[src/rtl/regfile_scoreboard.sv]
// Register file with per-register pending-write counters for issue/writeback scoreboarding.
// Optional same-cycle writeback-to-read bypass enabled by defining REGFILE_BYPASS_EN.
module regfile_scoreboard #(
  parameter int LEN_REG = 32,
  parameter int NUM_REG = 16,
  parameter int NUM_RD  = 2,
  parameter int PEND_W  = 2,
  localparam int AW     = $clog2(NUM_REG)
) (
  input  logic                      clk,
  input  logic                      rst,
  input  logic [NUM_RD*AW-1:0]      rd_addr_i,
  output logic [NUM_RD*LEN_REG-1:0] rd_data_o,
  output logic [NUM_RD-1:0]         rd_busy_o,
  input  logic                      rsv_valid_i,
  input  logic [AW-1:0]             rsv_addr_i,
  output logic                      rsv_ready_o,
  input  logic                      wb_valid_i,
  input  logic [AW-1:0]             wb_addr_i,
  input  logic [LEN_REG-1:0]        wb_data_i,
  output logic [NUM_REG-1:0]        busy_o,
  output logic                      err_o
);

  localparam logic [PEND_W-1:0] MAX_PEND = '1;

  logic [LEN_REG-1:0] data_q  [NUM_REG];
  logic [PEND_W-1:0]  cnt_q   [NUM_REG];
  logic [PEND_W-1:0]  cnt_nxt [NUM_REG];
  logic [NUM_REG-1:0] busy_q;
  logic               err_q;
  logic               rsv_fire;
  logic               underflow;

  // A reserve and a writeback to the same register cancel; a writeback never takes cnt below 0.
  function automatic logic [PEND_W-1:0] cnt_update(input logic [PEND_W-1:0] cnt,
                                                   input logic inc, input logic dec);
    if (inc && !dec)
      return cnt + 1'b1;
    if (dec && !inc && cnt != '0)
      return cnt - 1'b1;
    return cnt;
  endfunction

  always_comb begin
    rsv_ready_o = (cnt_q[rsv_addr_i] != MAX_PEND) || (wb_valid_i && wb_addr_i == rsv_addr_i);
    rsv_fire    = rsv_valid_i && rsv_ready_o;
    underflow   = wb_valid_i && (cnt_q[wb_addr_i] == '0) &&
                  !(rsv_fire && rsv_addr_i == wb_addr_i);
    for (int i = 0; i < NUM_REG; i++) begin
      cnt_nxt[i] = cnt_update(cnt_q[i],
                              rsv_fire && (rsv_addr_i == AW'(i)),
                              wb_valid_i && (wb_addr_i == AW'(i)));
    end
  end

  always_ff @(posedge clk or negedge rst) begin
    if (!rst) begin
      for (int i = 0; i < NUM_REG; i++) begin
        data_q[i] <= '0;
        cnt_q[i]  <= '0;
      end
      busy_q <= '0;
      err_q  <= 1'b0;
    end else begin
      for (int i = 0; i < NUM_REG; i++) begin
        cnt_q[i]  <= cnt_nxt[i];
        busy_q[i] <= (cnt_nxt[i] != '0);
      end
      if (wb_valid_i)
        data_q[wb_addr_i] <= wb_data_i;
      if (underflow)
        err_q <= 1'b1;
    end
  end

  assign busy_o = busy_q;
  assign err_o  = err_q;

  for (genvar k = 0; k < NUM_RD; k++) begin : g_rd
    logic [AW-1:0] addr;
    assign addr = rd_addr_i[k*AW +: AW];
`ifdef REGFILE_BYPASS_EN
    // A same-cycle writeback satisfies one outstanding write; busy only if more remain.
    logic hit;
    assign hit = wb_valid_i && (wb_addr_i == addr);
    assign rd_data_o[k*LEN_REG +: LEN_REG] = hit ? wb_data_i : data_q[addr];
    assign rd_busy_o[k] = hit ? (cnt_q[addr] > PEND_W'(1)) : (cnt_q[addr] != '0);
`else
    assign rd_data_o[k*LEN_REG +: LEN_REG] = data_q[addr];
    assign rd_busy_o[k] = (cnt_q[addr] != '0);
`endif
  end

endmodule

[config.mk]
export PLATFORM = sky130hd
export DESIGN_NAME = regfile_scoreboard
export DESIGN_NICKNAME = d
export VERILOG_FILES = /design/src/rtl/regfile_scoreboard.sv
export SDC_FILE = /design/constraint.sdc
export NUM_CORES = 1
export LEC_CHECK = 0
export BUFFER_PORTS_ARGS = -buffer_cell sky130_fd_sc_hd__buf_4
export CAP_MARGIN = 20
export CORE_UTILIZATION = 56
export CTS_CLUSTER_SIZE = 28
export DETAILED_ROUTE_END_ITERATION = 8
export PLACE_DENSITY = 0.76
export SYNTH_ARGS = -nofsm -noshare
export SYNTH_HDL_FRONTEND = slang
export SYNTH_SLANG_ARGS = --single-unit
[constraint.sdc]
create_clock -name clk -period 2.3 [get_ports clk]
set_clock_uncertainty 0.15 [all_clocks]
set_input_delay 0.115 -clock clk [delete_from_list [all_inputs] [get_ports clk]]
set_output_delay 0.115 -clock clk [all_outputs]
set_load 0.03 [all_outputs]
### Yosys cells after proc, flatten, opt, wreduce, memory -nomap -nowiden

Cells that the tools add are included.

* register bits after elaboration: 561
* bits of input ports: 52
* word-level logic and storage cells: 398

* add/subtract/negate cells: 32
* $lt $le $gt $ge: 5
* eq/ne operators: 33
* muxes and demuxes: 133
* bitwise gates (word level): 4
* reduce and logical (&&, ||, !) cells: 157

Operators with widths (number)
* 512-bit bitwise mux: 1
* 32-bit binary-select mux with 4-bit select: 2
* 32-bit 2-to-1 mux: 5
* 2-bit 2-to-1 mux: 72
* 32-bit demux with 4-bit select: 1
* 1-bit logical AND: 86
* 2-bit nonzero test: 34
* 4-bit == test, second input constant: 16
* 1-bit 2-to-1 mux: 48
* 1-bit logical NOT: 33
* 2-bit by 1-bit adder with 2-bit output, second input constant: 16
* 2-bit binary-select mux with 4-bit select: 4
* 4-bit by 3-bit == test with 1-bit output, second input constant: 8
* 2-bit by 1-bit subtractor with 2-bit output, second input constant: 16
* 5-bit >= comparator, second input constant: 4
* 4-bit NOT with 5-bit output: 4
* 4-bit by 2-bit == test with 1-bit output, second input constant: 4
* 4-bit by 1-bit == test with 1-bit output, second input constant: 2
* 4-bit == test: 2
* 4-bit logical NOT: 2
* 5-bit by 1-bit < comparator with 1-bit output, second input constant: 1
* 2-bit logical NOT: 1
* 2-bit != test, second input constant: 1
* 1-bit logical OR: 1

### Logic depth before layout (Yosys ltp)

Gate-level depths: netlist of the first run.

* depth after elaboration: 16
* mapped depth: 11
* depth with buffers taken out: 7

### Worst setup path before layout of the first run

Ideal clock, no wire load.

* path kind: input to output
* start: input rd_addr_i[0]
* end: output rd_data_o[0]
* arrival: 2173 ps
* data required time: 2035 ps
* setup slack: -138 ps
* stages on the path: 5
* path through: clkbuf_1 -> buf_2 -> buf_1 -> mux4_2 -> mux4_2

* cells in the longest elaborated chain, start to end: 4

Ends and longest elaborated chain
* start, declared: line 12 `input logic [NUM_RD*AW-1:0] rd_addr_i,`
* 4-bit NOT with 5-bit output (implied by the code): line 90 `assign rd_data_o[k*LEN_REG +: LEN_REG] = data_q[addr];`
* 32-bit binary-select mux with 4-bit select: line 90
* 32-bit 2-to-1 mux (implied by the code) (2 in a row): line 90
* end, declared: line 13 `output logic [NUM_RD*LEN_REG-1:0] rd_data_o,`

No other way between the ends. The select of a mux whose other input is x is not followed.

### Final worst setup path of the first run

* start: register cnt_q[1] (netlist bit)
* end: register busy_q[8], in the netlist busy_o[8]

* cells in the longest elaborated chain, start to end: 15
* elaborated cells on any way between the ends: 18
* those cells by class: 1 x eq/ne; 9 x mux; 8 x reduce/logical

Ends and longest elaborated chain
* start, declared: line 28 `logic [PEND_W-1:0] cnt_q [NUM_REG];`
* start signal, assigned by index: line 67 `cnt_q[i] <= cnt_nxt[i];`
* 2-bit binary-select mux with 4-bit select (*): line 46 `rsv_ready_o = (cnt_q[rsv_addr_i] != MAX_PEND) || (wb_valid_i && wb_addr_i == rsv_addr_i);`
* 2-bit 2-to-1 mux (implied by the code) (*) (2 in a row): line 46
* 2-bit != test (*): line 46
* 1-bit logical OR (*): line 46
* 1-bit logical AND (*): line 47 `rsv_fire = rsv_valid_i && rsv_ready_o;`
* 1-bit logical AND (*): line 52 `rsv_fire && (rsv_addr_i == AW'(i)),`
* 1-bit logical NOT: line 40 `if (dec && !inc && cnt != '0)`
* 1-bit logical AND (2 in a row): line 40
* 1-bit 2-to-1 mux (2 in a row): line 40
* 2-bit 2-to-1 mux: line 42 `return cnt;`
* 2-bit 2-to-1 mux (*): line 40
* 2-bit nonzero test (*): line 68 `busy_q[i] <= (cnt_nxt[i] != '0);`
* end signal, assigned by index: line 68
* end, declared: line 30 `logic [NUM_REG-1:0] busy_q;`

Every way passes the cells marked *; elsewhere a longest branch is shown, timed or not. The select of a mux whose other input is x is not followed.
A chain may end at the register's enable or synchronous reset.

==> metrics.txt, run 1 <==
DRT antenna net count 0; Num CTS Buffers 57; syn_area_per_cell 12.6 um2; vias in the first global route 25200; largest net degree at the start of global routing 73; share of cells above drive strength 1 0.451; Async SR Flop Fraction 1.00; worst skew pair latency 0.63 ns; I/O Pins 136; FP Rows 85; Placer Congestion 0.888; Worst-Margin Slew 0.796 ns; Max Fclk 353 MHz; GRT overflow 0; Yosys warning total 0; worst hold path type in -> reg; fill count 3404; Die Y-Extent 236 um; status finished, violations left; post-layout util 0.706; crit-path max FO 5; Worst EP required 2.64 ns; vias post-DR 23500; first-pass GRT wire length 149 mm; IR drop worst, VDD 0.789 mV; DRT Pass-1 Iters 7; H-tree Lvls 2; setup TNS -27.43 ns; Residual DRC 0; Leak Pwr 16.8 nW; worst setup margin -0.530 ns; Final Max Tran Viols 0; Yosys reg bits 561; Total GRT Usage 0.355; critical path launch point type flip-flop; power per cell area 1000 nW/um2; post-synthesis cell area 30800 um2; post-DP HPWL 56.4 mm; commonest non-fill, non-tap cell in the layout nand2_1; RSZ-0062 raised after global routing yes; Seq/Total Area, Yosys 0.456; CP Capture Type flip-flop; antenna violations before repair 1; minimum setup slack after placement -0.164 ns; DIE AREA 55900 um2; commonest cells after routing, fill and taps aside nand2_1 (690), dfrtp_1 (559), mux4_2 (337); final critical-path required period 2.83 ns; WS Path Type reg -> reg; clk slew on worst S/H paths 0.07 ns; number of synthesized flops with an enable pin 0; Die Wd 236 um; Starting Density 0.570; Final Hold Viols 0; Root Buffer clkbuf_16; IO Port Bufs 135; nets 2789; predominant post-synthesis flop cell dfrtp_1; Rel. slew slack 0.465; CP Data Arrival Time 3.17 ns; WL final 98.1 mm; Area Growth Syn to Fin 23.9%; synthesized instance count 2433; area of the core 54000 um2; CTS tree done; final setup fails 115; First DRT Iteration DRCs 2670; WL/cell 28.3 um; Via density 6.78; Period Utilization, post-route 1.23; failing checks setup timing; clk sinks 561; Synth cell types 70; maximum root-to-sink buffer count 3; syn nets 2501; Max-Cap Viols 0
what timing repair did:
item / CTS / global route
pin swaps: 50 / 18
setup buffers: 79 / 28
hold buffers: 42 / 0
resized for setup: 193 / 59
setup endpoints to repair: 107 / 117
gates cloned: 4 / 0
endpoints found under the hold margin: 1081 / 0
layout make-up:
class | count | area, um2 | share of cell area
clock buffer | 76 | 1620 | 0.0425
sequential | 561 | 14000 | 0.368
multi-input combinational | 1627 | 16500 | 0.433
clock inverter | 28 | 360 | 0.00945
inverter | 45 | 169 | 0.00443
timing repair buffer | 429 | 4550 | 0.119
tap | 696 | 871 | 0.0228
antenna | 1 | 2.50 | 0.0000656
where the power goes:
group / switching (mW) / internal (mW)
logic: 6.70 / 7.42
registers: 1.78 / 12.3
clock network: 4.12 / 5.83
final timing paths:
kind | slack (ns) | startpoint | end | cells after the start
min in group asynchronous | 0.12 | rst | cnt_q[22] | 3
setup reg to reg | -0.53 | cnt_q[1] | busy_o[8] | 11
max in group asynchronous | 1.47 | rst | data_q[24] | 3
hold / removal | 0.07 | wb_addr_i[0] | cnt_q[19] | 5
setup / recovery | -0.53 | cnt_q[1] | busy_o[8] | 11
hold reg to reg | 0.33 | err_o | err_o | 1
critical path, stage by stage, from the launching register on:
cell	delay, ns
dfrtp_1	0.39
buf_4	0.15
mux2i_4	0.10
a31oi_2	0.31
nand4_2	0.18
buf_6	0.18
o221a_4	0.26
buf_6	0.14
buf_12	0.13
a211o_1	0.33
mux2i_1	0.26
a32oi_1	0.12
sequential cells by signal, indices dropped and copies added (netlist names):
register	cells
data_q	512
cnt_q	32
err_o	1
busy_o	16
metrics by stage:
stage               hold WS (ns)  area (um2)  std cells  power, mW
floorplan                 -0.331       30800       2433       21.5
global placement         -0.0302       33700       3213       24.7
detailed placement       -0.0379       33700       3213       25.5
CTS                     0.000614       37600       3437       37.2
global route               0.116       38100       3462       39.6
finish                    0.0742       38100       3463       38.1
layer usage:
| layer | part of all wire | track usage | vias up |
|---|---|---|---|
| li1 | - | - | 9446 |
| met1 | 0.35 | 0.450 | 12000 |
| met2 | 0.48 | 0.562 | 1557 |
| met3 | 0.11 | 0.0898 | 464 |
| met4 | 0.063 | 0.199 | 0 |
| met5 | 0 | 0 | - |
cells by family after synthesis:
family,count (synthesis),share of synthesized area
compound gates,137,0.0369
xor+xnor,20,0.00594
fa+ha+maj,16,0.00651
buf+inv,246,0.0332
flops,561,0.456
mux,633,0.355
simple gates,820,0.107
cell usage after synthesis (all sizes together) (10+ instances only):
master   count  area (um2)
mux2       288        3240
mux4       337        7590
nor2        49         184
buf         57         312
inv         45         169
xnor2       20         183
ha          16         200
o221ai      12         123
dfrtp      561       14000
o21ai       10        57.6
nor3        23         115
a31oi       16         128
a21oi       30         225
clkbuf     144         541
nand2      697        2620
a2bb2oi     10        87.6
Note: power is estimated with default switching activity, not from simulation.
==> inputs of run 2 (changes only) <==
Settings changed: RECOVER_POWER set to 100.
==> metrics.txt, run 2 (same netlist as run 1, synthesis figures left out) <==
GRT overflow 0 (unchanged); First DRT Iteration DRCs 2738 (+2.5%); Sw Ratio 0.332 (+0.00132); worst hold path type in -> reg; IR drop worst, VDD 0.789 mV (about the same); RSZ-0062 raised after global routing yes; largest net degree at the start of global routing 73 (unchanged); FP Rows 85 (unchanged); WL/cell 28.4 um (+0.24%); DIE AREA 55900 um2 (unchanged); CTS tree done; area of the core 54000 um2 (unchanged); WL final 98.4 mm (+0.24%); fill count 3475 (+2.1%); Root Buffer clkbuf_16; Max-Cap Viols 0 (unchanged); Rel. slew slack 0.00523 (-0.460); clk sinks 561 (unchanged); final setup fails 203 (+77%); failing checks setup timing; first-pass GRT wire length 149 mm (unchanged); critical path launch point type flip-flop; placed cells 3213 (unchanged); antenna violations before repair 1 (unchanged); nets 2789 (unchanged); I/O Pins 136 (unchanged); CP Data Arrival Time 3.19 ns (+0.02 ns); commonest non-fill, non-tap cell in the layout nand2_1; Starting Density 0.570 (unchanged); clk slew on worst S/H paths 0.06 ns (about the same); Num CTS Buffers 57 (unchanged); Worst EP required 2.66 ns (+0.02 ns); H-tree Lvls 2 (unchanged); Worst-Margin Slew 1.49 ns (+0.696 ns); status finished, violations left; commonest cells after routing, fill and taps aside nand2_1 (693), dfrtp_1 (559), mux4_2 (337); Max Fclk 353 MHz (about the same); max reg flops 512 (unchanged); Final Max Tran Viols 0 (unchanged); Die Wd 236 um (unchanged); worst skew pair latency 0.63 ns (about the same); Clk pwr share 0.262 (about the same); Area Growth Syn to Fin 22.7%; WHS Path Cells 5 (unchanged); met2 Usage GRT 0.562 (unchanged); share of cells above drive strength 1 0.441 (-0.0101); Residual DRC 0 (unchanged); Final Non-Filler Cells 3463 (unchanged); Leak Pwr 16.6 nW (-0.96%); busiest grt layer met2; DRT antenna net count 0 (unchanged); Period Utilization, post-route 1.23 (about the same); crit-path max FO 5 (unchanged); worst setup margin -0.531 ns (-0.000181 ns); Largest Register data_q; overall power 37.9 mW (-0.46%); Total GRT Usage 0.355 (unchanged); WS Path Type reg -> reg; Multi-input gate area 16500 um2 (-0.23%); Placer Congestion 0.888 (unchanged); Reg area 14000 um2 (unchanged); final critical-path required period 2.83 ns (+0.000181 ns); Via density 6.79 (+0.17%); met3 Track Usage GR 0.0898 (unchanged); met1 GRT Util 0.450 (unchanged); Final Hold Viols 0 (unchanged); maximum root-to-sink buffer count 3 (unchanged); post-DP HPWL 56.4 mm (unchanged); Comb power frac 0.368 (-0.002); power per cell area 1010 nW/um2 (+0.54%); Cell Int Power 25.4 mW (-0.65%); IO Port Bufs 135 (unchanged); reg2reg path depth 11 (unchanged); Reg power frac 0.370 (about the same); vias post-DR 23500 (+0.17%); CP Capture Type flip-flop; Die Y-Extent 236 um (unchanged); Sw Pwr 12.6 mW (about the same); vias in the first global route 25200 (unchanged); DRT Pass-1 Iters 5 (-2)
-- run 2: timing repair --
action	4_1_cts	5_1_grt
endpoints found under the setup margin	107	117
resized for setup	193	59
gates cloned	4	0
endpoints found under the hold margin	1081	0
hold buffers	42	0
buffers inserted	79	28
pin swaps	50	18
-- run 2: per-stage QoR --
| step | TNS (ns) | cell area (um2) | setup WS [ns] | hold WS [ns] | utilization |
|---|---|---|---|---|---|
| after floorplan | 0 | 30800 | 0.0765 | -0.331 | - |
| after global placement | -0.303 | 33700 | -0.0695 | -0.0302 | 0.624 |
| after detailed placement | -2.98 | 33700 | -0.164 | -0.0379 | 0.624 |
| after CTS | -18.52 | 37600 | -0.353 | 0.000614 | 0.697 |
| after global routing | -46.98 | 37700 | -0.662 | 0.0950 | 0.699 |
| final | -38.31 | 37800 | -0.531 | 0.0681 | 0.699 |
-- run 2: area by class of cell --
type	instances	share of cell area
Sequential cell	561	0.372
Timing Repair Buffer	429	0.112
Antenna cell	1	0.0000663
Clock buffer	76	0.0429
Inverter	45	0.00447
Multi-Input combinational cell	1627	0.436
Clock inverter	28	0.00955
Tap cell	696	0.0231
-- run 2: critical path, cell delays in order, from the launching register on --
cell and delay (ns):
dfrtp_1 0.41, buf_4 0.16, mux2i_4 0.23, a31oi_2 0.19
nand4_2 0.17, buf_6 0.13, o221a_4 0.24, buf_6 0.12
buf_12 0.12, nand3_1 0.21, a21bo_2 0.31, o21ai_1 0.25
-- run 2: path summary, 6_finish.rpt --
check	startpoint	end	slack, ns
setup / recovery	cnt_q[1]	cnt_q[15]	-0.53
hold / removal	wb_addr_i[0]	cnt_q[19]	0.07
hold reg to reg	err_o	err_o	0.33
min in group asynchronous	rst	data_q[59]	1.04
max in group asynchronous	rst	data_q[101]	0.11
setup reg to reg	cnt_q[1]	cnt_q[15]	-0.53
-- run 2: power groups by stage --
stage | combinational, mW | clock [mW] | sequential [mW]
detailed placement | 11.4 | 0 | 14.1
CTS | 13.2 | 10.0 | 14.0
global route | 14.6 | 10.4 | 14.3
global placement | 10.9 | 0 | 13.8
floorplan | 7.59 | 0 | 13.9
finish | 14.0 | 9.95 | 14.0
-- run 2: per-layer routing --
| layer | routed length, um | up-vias |
|---|---|---|
| li1 | - | 9440 |
| met1 | 34900 | 12000 |
| met2 | 46700 | 1559 |
| met3 | 10400 | 474 |
| met4 | 6330 | 0 |
| met5 | 0 | - |
